File: config.mk
export PLATFORM = sky130hd
export DESIGN_NAME = uart_recv_cfg
export DESIGN_NICKNAME = d
export VERILOG_FILES = /design/src/rtl/uart_recv_cfg.sv
export SDC_FILE = /design/constraint.sdc
export NUM_CORES = 1
export LEC_CHECK = 0
export CAP_MARGIN = 15
export CORE_ASPECT_RATIO = 2
export CORE_MARGIN = 3
export CORE_UTILIZATION = 48
export CTS_CLUSTER_DIAMETER = 50
export DETAILED_ROUTE_END_ITERATION = 8
export GPL_TIMING_DRIVEN = 0
export PLACE_DENSITY = 0.68
export SETUP_SLACK_MARGIN = 0.5
export SLEW_MARGIN = 20
export SYNTH_ARGS = -nofsm -noshare
export SYNTH_HDL_FRONTEND = slang
export SYNTH_SLANG_ARGS = --single-unit
File: constraint.sdc
create_clock -name sys_clk -period 2.65 [get_ports sys_clk]
set_input_delay 0.6625 -clock sys_clk [delete_from_list [all_inputs] [get_ports sys_clk]]
set_output_delay 0.6625 -clock sys_clk [all_outputs]
set_load 0.01 [all_outputs]
File: src/rtl/uart_recv_cfg.sv
// UART receiver with configurable data width, parity and stop bits.
// The line is sampled at mid-bit; the result is published with a one-cycle done pulse.
module uart_recv_cfg #(
  parameter int CLK_FREQ  = 50_000_000,
  parameter int UART_BPS  = 115200,
  parameter int DATA_BITS = 8,
  parameter int PARITY    = 0,
  parameter int STOP_BITS = 1
) (
  input  logic                 sys_clk,
  input  logic                 sys_rst_n,
  input  logic                 uart_rxd,
  output logic                 uart_done,
  output logic [DATA_BITS-1:0] uart_data,
  output logic                 rx_flag,
  output logic                 parity_err,
  output logic                 frame_err
);

  localparam int BPS_CNT = CLK_FREQ / UART_BPS;
  localparam int CW      = (BPS_CNT < 2) ? 1 : $clog2(BPS_CNT);
  localparam logic [CW-1:0] MID  = CW'(BPS_CNT / 2);
  localparam logic [CW-1:0] LAST = CW'(BPS_CNT - 1);
  localparam logic [3:0] DATA_LAST = 4'(DATA_BITS - 1);
  localparam logic [3:0] STOP_LAST = 4'(STOP_BITS - 1);

  generate
    if (BPS_CNT < 2) begin : g_bad_bps
      $error("uart_recv_cfg: CLK_FREQ/UART_BPS must be at least 2");
    end
    if (DATA_BITS < 5 || DATA_BITS > 9) begin : g_bad_data
      $error("uart_recv_cfg: DATA_BITS must be 5..9");
    end
    if (PARITY < 0 || PARITY > 2) begin : g_bad_par
      $error("uart_recv_cfg: PARITY must be 0, 1 or 2");
    end
    if (STOP_BITS < 1 || STOP_BITS > 2) begin : g_bad_stop
      $error("uart_recv_cfg: STOP_BITS must be 1 or 2");
    end
  endgenerate

  typedef enum logic [2:0] {IDLE, START, DATA, PAR, STOP} state_t;

  state_t               state, state_nxt;
  logic                 rxd_m, rxd_s, rxd_d;
  logic [CW-1:0]        clk_cnt;
  logic [3:0]           bit_cnt;
  logic [DATA_BITS-1:0] shift;
  logic                 par_bad, stop_bad;
  logic                 at_mid, at_end, exp_par;

  assign at_mid  = (clk_cnt == MID);
  assign at_end  = (clk_cnt == LAST);
  assign exp_par = (^shift) ^ (PARITY == 1);
  assign rx_flag = (state != IDLE);

  always_comb begin
    state_nxt = state;
    case (state)
      IDLE:  if (rxd_d && !rxd_s) state_nxt = START;
      START: if (at_mid && rxd_s) state_nxt = IDLE;
             else if (at_end)     state_nxt = DATA;
      DATA:  if (at_end && bit_cnt == DATA_LAST)
               state_nxt = (PARITY != 0) ? PAR : STOP;
      PAR:   if (at_end) state_nxt = STOP;
      // Leave at the final stop sample so a following start edge is never missed.
      STOP:  if (at_mid && bit_cnt == STOP_LAST) state_nxt = IDLE;
      default: state_nxt = IDLE;
    endcase
  end

  always_ff @(posedge sys_clk or negedge sys_rst_n) begin
    if (!sys_rst_n) begin
      rxd_m      <= 1'b1;
      rxd_s      <= 1'b1;
      rxd_d      <= 1'b1;
      state      <= IDLE;
      clk_cnt    <= '0;
      bit_cnt    <= '0;
      shift      <= '0;
      par_bad    <= 1'b0;
      stop_bad   <= 1'b0;
      uart_done  <= 1'b0;
      uart_data  <= '0;
      parity_err <= 1'b0;
      frame_err  <= 1'b0;
    end else begin
      rxd_m     <= uart_rxd;
      rxd_s     <= rxd_m;
      rxd_d     <= rxd_s;
      state     <= state_nxt;
      uart_done <= 1'b0;

      if (state == IDLE || state_nxt == IDLE || at_end) clk_cnt <= '0;
      else                                              clk_cnt <= clk_cnt + CW'(1);

      if (state_nxt != state) bit_cnt <= '0;
      else if (at_end)        bit_cnt <= bit_cnt + 4'd1;

      if (state == IDLE && state_nxt == START) begin
        par_bad  <= 1'b0;
        stop_bad <= 1'b0;
      end

      if (at_mid) begin
        case (state)
          DATA: shift <= {rxd_s, shift[DATA_BITS-1:1]};
          PAR:  par_bad <= rxd_s ^ exp_par;
          STOP: begin
            if (bit_cnt == STOP_LAST) begin
              uart_done  <= 1'b1;
              uart_data  <= shift;
              parity_err <= par_bad;
              frame_err  <= stop_bad | ~rxd_s;
            end else begin
              stop_bad <= stop_bad | ~rxd_s;
            end
          end
          default: ;
        endcase
      end
    end
  end

endmodule

# After elaboration in Yosys (flattened, before gate mapping)

Cells that the tools add are included.

$add $sub $neg: 2
Eq/ne operators: 9
Multiplexer cells: 20
Bitwise operators: 3
Reduce and logical (&&, ||, !) cells: 16

Operators by type and width:

| operator              | number |
|---|---|
| $mux W3               | 6 |
| $pmux W3 S5           | 1 |
| $mux W1               | 10 |
| $add A9 B1 Y9 const B | 1 |
| $eq A9 B8 Y1 const B  | 1 |
| $eq A9 B9 Y1 const B  | 1 |
| $mux W9               | 1 |
| $mux W4               | 2 |
| $reduce_xor A8 Y1     | 1 |
| $eq A3 B1 Y1 const B  | 2 |
| $eq A3 B2 Y1 const B  | 2 |
| $logic_not A3 Y1      | 2 |
| $logic_and A1 B1 Y1   | 5 |
| $add A4 B1 Y4 const B | 1 |
| $eq A4 B3 Y1 const B  | 1 |
| $logic_not A4 Y1      | 1 |
| $eq A3 B3 Y1 const B  | 1 |
| $ne A3 B3 Y1          | 1 |
| $reduce_and A3 Y1     | 1 |
| $reduce_bool A3 Y1    | 1 |
| $logic_or A1 B1 Y1    | 2 |
| $reduce_and A2 Y1     | 1 |
| $reduce_bool A2 Y1    | 1 |
| $logic_not A1 Y1      | 1 |
| 3 further kinds       | 3 |

Bits in registers: 40
Bits of input ports: 3
Output and inout bits: 12
Logic and storage cells: 63

# Longest topological paths before layout

Depth after elaboration: 10
Gate-level depth with buffers: 7
Gate-level depth less buffers: 6

# Worst setup path after synthesis

OpenSTA, ideal clock, no wires.

Kind: register to register
From: register clk_cnt[1]
To: register shift[0]
Library setup time: 125 ps
Arrival: 1739 ps
Path slack: 787 ps
Cell stages (with the launch flop): 8
Period minus slack after synthesis: 1863 ps
Cells stage by stage: dfrtp_1 > inv_1 > ha_1 > and3b_1 > buf_6 > and3_2 > nor3b_4 > mux2_2

Cells in the longest elaborated chain, start to end: 2

Ends and longest elaborated chain:

| what                               | line | source |
|---|---|---|
| start, declared                    | 46   | `logic [CW-1:0] clk_cnt;` |
| start signal, assigned             | 95   | `else clk_cnt <= clk_cnt + CW'(1);` |
| $eq A9 B8 Y1                       | 52   | `assign at_mid = (clk_cnt == MID);` |
| $reduce_and A2 Y1 (no source line) | -    |  |
| end signal, assigned               | 107  | `DATA: shift <= {rxd_s, shift[DATA_BITS-1:1]};` |
| end, declared                      | 48   | `logic [DATA_BITS-1:0] shift;` |

No other way between the ends.
A chain may end at the register's enable or synchronous reset.

# Final worst setup path

From: register state[2]
To: output port rx_flag

Cells in the longest elaborated chain, start to end: 1

Ends and longest elaborated chain:

| what                   | line | source |
|---|---|---|
| start, declared        | 44   | `state_t state, state_nxt;` |
| start signal, assigned | 91   | `state <= state_nxt;` |
| $reduce_bool A3 Y1     | 55   | `assign rx_flag = (state != IDLE);` |
| end, declared          | 15   | `output logic rx_flag,` |

No other way between the ends.

==> impl_metrics.toml <==
[drt]
wl_um = 3990
drc = 0
first_pass_iters = 4
vias = 1408
drtAntennaViolNets = 0
drtIter0Drc = 19
avgRoutedWirePerCell_um = 16.6
via_per_inst = 5.84

[layout]
final_util_pct = 61.2
layout_common_cells = "dfrtp_1 (37), mux2_2 (18), clkdlybuf4s50_1 (12)"
final_common_cell = "dfrtp_1"
instances_no_fill = 241
diodes = 0
drive_gt1_share_pct = 25.3
final_nets = 196
syn_to_final_growth_pct = 21.6

[sta]
hold_violations = 0
maxSlewHeadroom_pct = 62.3
worst-slew-pin-transition_ns = 0.565
rsz0062_at_grt = "no"
fin_skew_ns = 0.00688
max_freq_ghz = 0.498
finalSetupTns_ns = 0
finalMaxSlewViolations = 0
period_needed_ns = 2.01
fin_hold_ws_ns = 0.231
finalSetupViolCount = 0
finalCritPeriodShare_pct = 75.8

[cts]
clk_pin_slew_ns = 0.08
insertion_delay_ns = 0.29
cts_sinks = 40
cts_made_buffers = 5
cts_root_buffer = "clkbuf_8"
cts_hold_buf = 0
cts.htree.levels = 2
cts_tree = "built"
cts_max_path_buffers = 2

[die]
core_um2 = 3920
pin_count = 15
initial_core_util_pct = 50.3
die_h_um = 96.7
dieWidth_um = 51.4
die_area_um2 = 4970
rows = 32

[critical_path]
start_kind = "register"
worst_path_largest_cell_delay_ns = 0.38
worst_r2r_path_depth = 8
critical_path.slowest_cell = "dfrtp_1"
path_class = "register to primary output"
required_ns = 1.99
crit_arrival_ns = 1.35
cp_max_fo = 7
crit_chain = "or3_1 > clkbuf_8 > clkbuf_2"
setup.worst_path.end_class = "primary output"

[synth]
synth.top_cell.area_share_pct = 46.9
syn-cell-area_um2 = 1970
yosysTopAreaCell = "dfrtp_1"
seq_area_frac_synth_pct = 50.9
synth_edf_count = 0
synthTopCellsByArea = "dfrtp_1 (47%), mux2_2 (10%), dfstp_2 (4.0%)"
synth_cell_types = 43
ys_seq_elements = 40
synth_async_sr_flop_share_pct = 100
synth_fp_nets = 171
synthFlopType = "dfrtp_1"
ys.warnings.count = 0
avgSynthCellArea_um2 = 12.0
synth_cells = 164

[grt]
grt_pass1_vias = 1573
grt_pass1_wl_um = 7090
grt_usage_pct = 19.0
grt_antenna_before_repair = 0
grt_max_degree = 31
grt-ovfl-total = 0

[pwr]
power_leakage_nw = 1.12
ir_drop_mv = 0.767
power_mw = 1.62
power_density_nw_per_um2 = 673

[place]
hpwlAfterDp_um = 2920
port_buffers = 14
dp.cells = 230
routabilityCongestion = 0.912

[worst_hold_path]
hp-class = "primary input to asynchronous set/reset pin"

[run]
maxCapViolCount = 0

[status]
status = "complete, no violations"
-- registers in the layout, indices dropped and copies added (netlist names) --
| signal | cells |
|---|---|
| bit_cnt | 4 |
| clk_cnt | 9 |
| frame_err | 1 |
| par_bad | 1 |
| parity_err | 1 |
| rxd_d | 1 |
| rxd_m | 1 |
| rxd_s | 1 |
| shift | 8 |
| state | 3 |
| stop_bad | 1 |
| uart_data | 8 |
| uart_done | 1 |
-- where the power goes --
group / switching [mW] / total (mW) / internal, mW
logic: 0.0984 / 0.192 / 0.0933
registers: 0.0768 / 0.742 / 0.666
clock network: 0.212 / 0.682 / 0.471
total: 0.387 / 1.62 / 1.23
-- per-stage QoR --
step / setup WS [ns] / cell area (um2)
6_report: 0.641 / 2400
5_1_grt: 0.565 / 2400
4_1_cts: 0.536 / 2370
3_5_place_dp: 0.465 / 2190
3_3_place_gp: 0.0363 / 2180
2_1_floorplan: 0.787 / 1970
-- worst max-delay path, delay by kind of cell (launching register included) --
kind | cells | cell delay (ns)
AND/OR/NAND/NOR | 1 | 0.38
flip-flops | 1 | 0.38
buffers and inverters | 2 | 0.29
-- cells by family after synthesis --
kind of cell,after synthesis,share of synthesized area (%)
DFF,40,50.9
adders and majority gates,4,2.53
AOI/OAI and AO/OA,25,8.87
muxes,20,11.3
buffers and inverters,12,2.91
xor gates and xnor gates,16,7.79
and+or+nand+nor,47,15.7
-- Yosys cell counts (3+ instances only) --
cell	n
nand3_1	7
xnor2_1	6
nor2_1	4
inv_1	6
a211oi_1	9
ha_1	4
nand2_1	5
nor3_1	3
dfstp_2	3
nand2b_1	3
clkbuf_1	3
xor2_1	9
nand4_1	5
a21oi_1	6
mux2_2	18
dfrtp_1	37
-- path summary, 6_finish.rpt --
path | startpoint | endpoint | slack, ns
max reg2reg | clk_cnt[1]$_DFF_PN0_ | shift[5]$_DFFE_PN0P_ | 0.68
max | state[2]$_DFF_PN0_ | rx_flag | 0.64
min reg2reg | rxd_m$_DFF_PN1_ | rxd_s$_DFF_PN1_ | 0.36
max in group asynchronous | sys_rst_n | rxd_m$_DFF_PN1_ | 1.91
min | sys_rst_n | clk_cnt[7]$_DFF_PN0_ | 0.23
min in group sys_clk | rxd_m$_DFF_PN1_ | rxd_s$_DFF_PN1_ | 0.36
-- routing by layer --
| metal | track usage (%) | part of all wire, % |
|---|---|---|
| met1 | 18.7 | 36 |
| met2 | 34.5 | 58 |
| met3 | 4.16 | 2.7 |
| met4 | 10.5 | 3.4 |
| met5 | 0 | 0 |
-- repair_timing --
item | in CTS | in global routing
buffers inserted | 1 | 2
resized for setup | 5 | 3
pin swaps | 0 | 1
setup endpoints to repair | 1 | 30
-- area by class of cell --
class	instances	area [um2]
multi-input cells	112	921
well taps	51	63.8
plain buffers	6	45.0
clock inverters	3	90.1
inverters	6	22.5
fillers	351	1520
repair buffers	18	185
flip-flops and latches	40	1000
clock buffers	5	68.8
(Power assumes the default switching activity.)
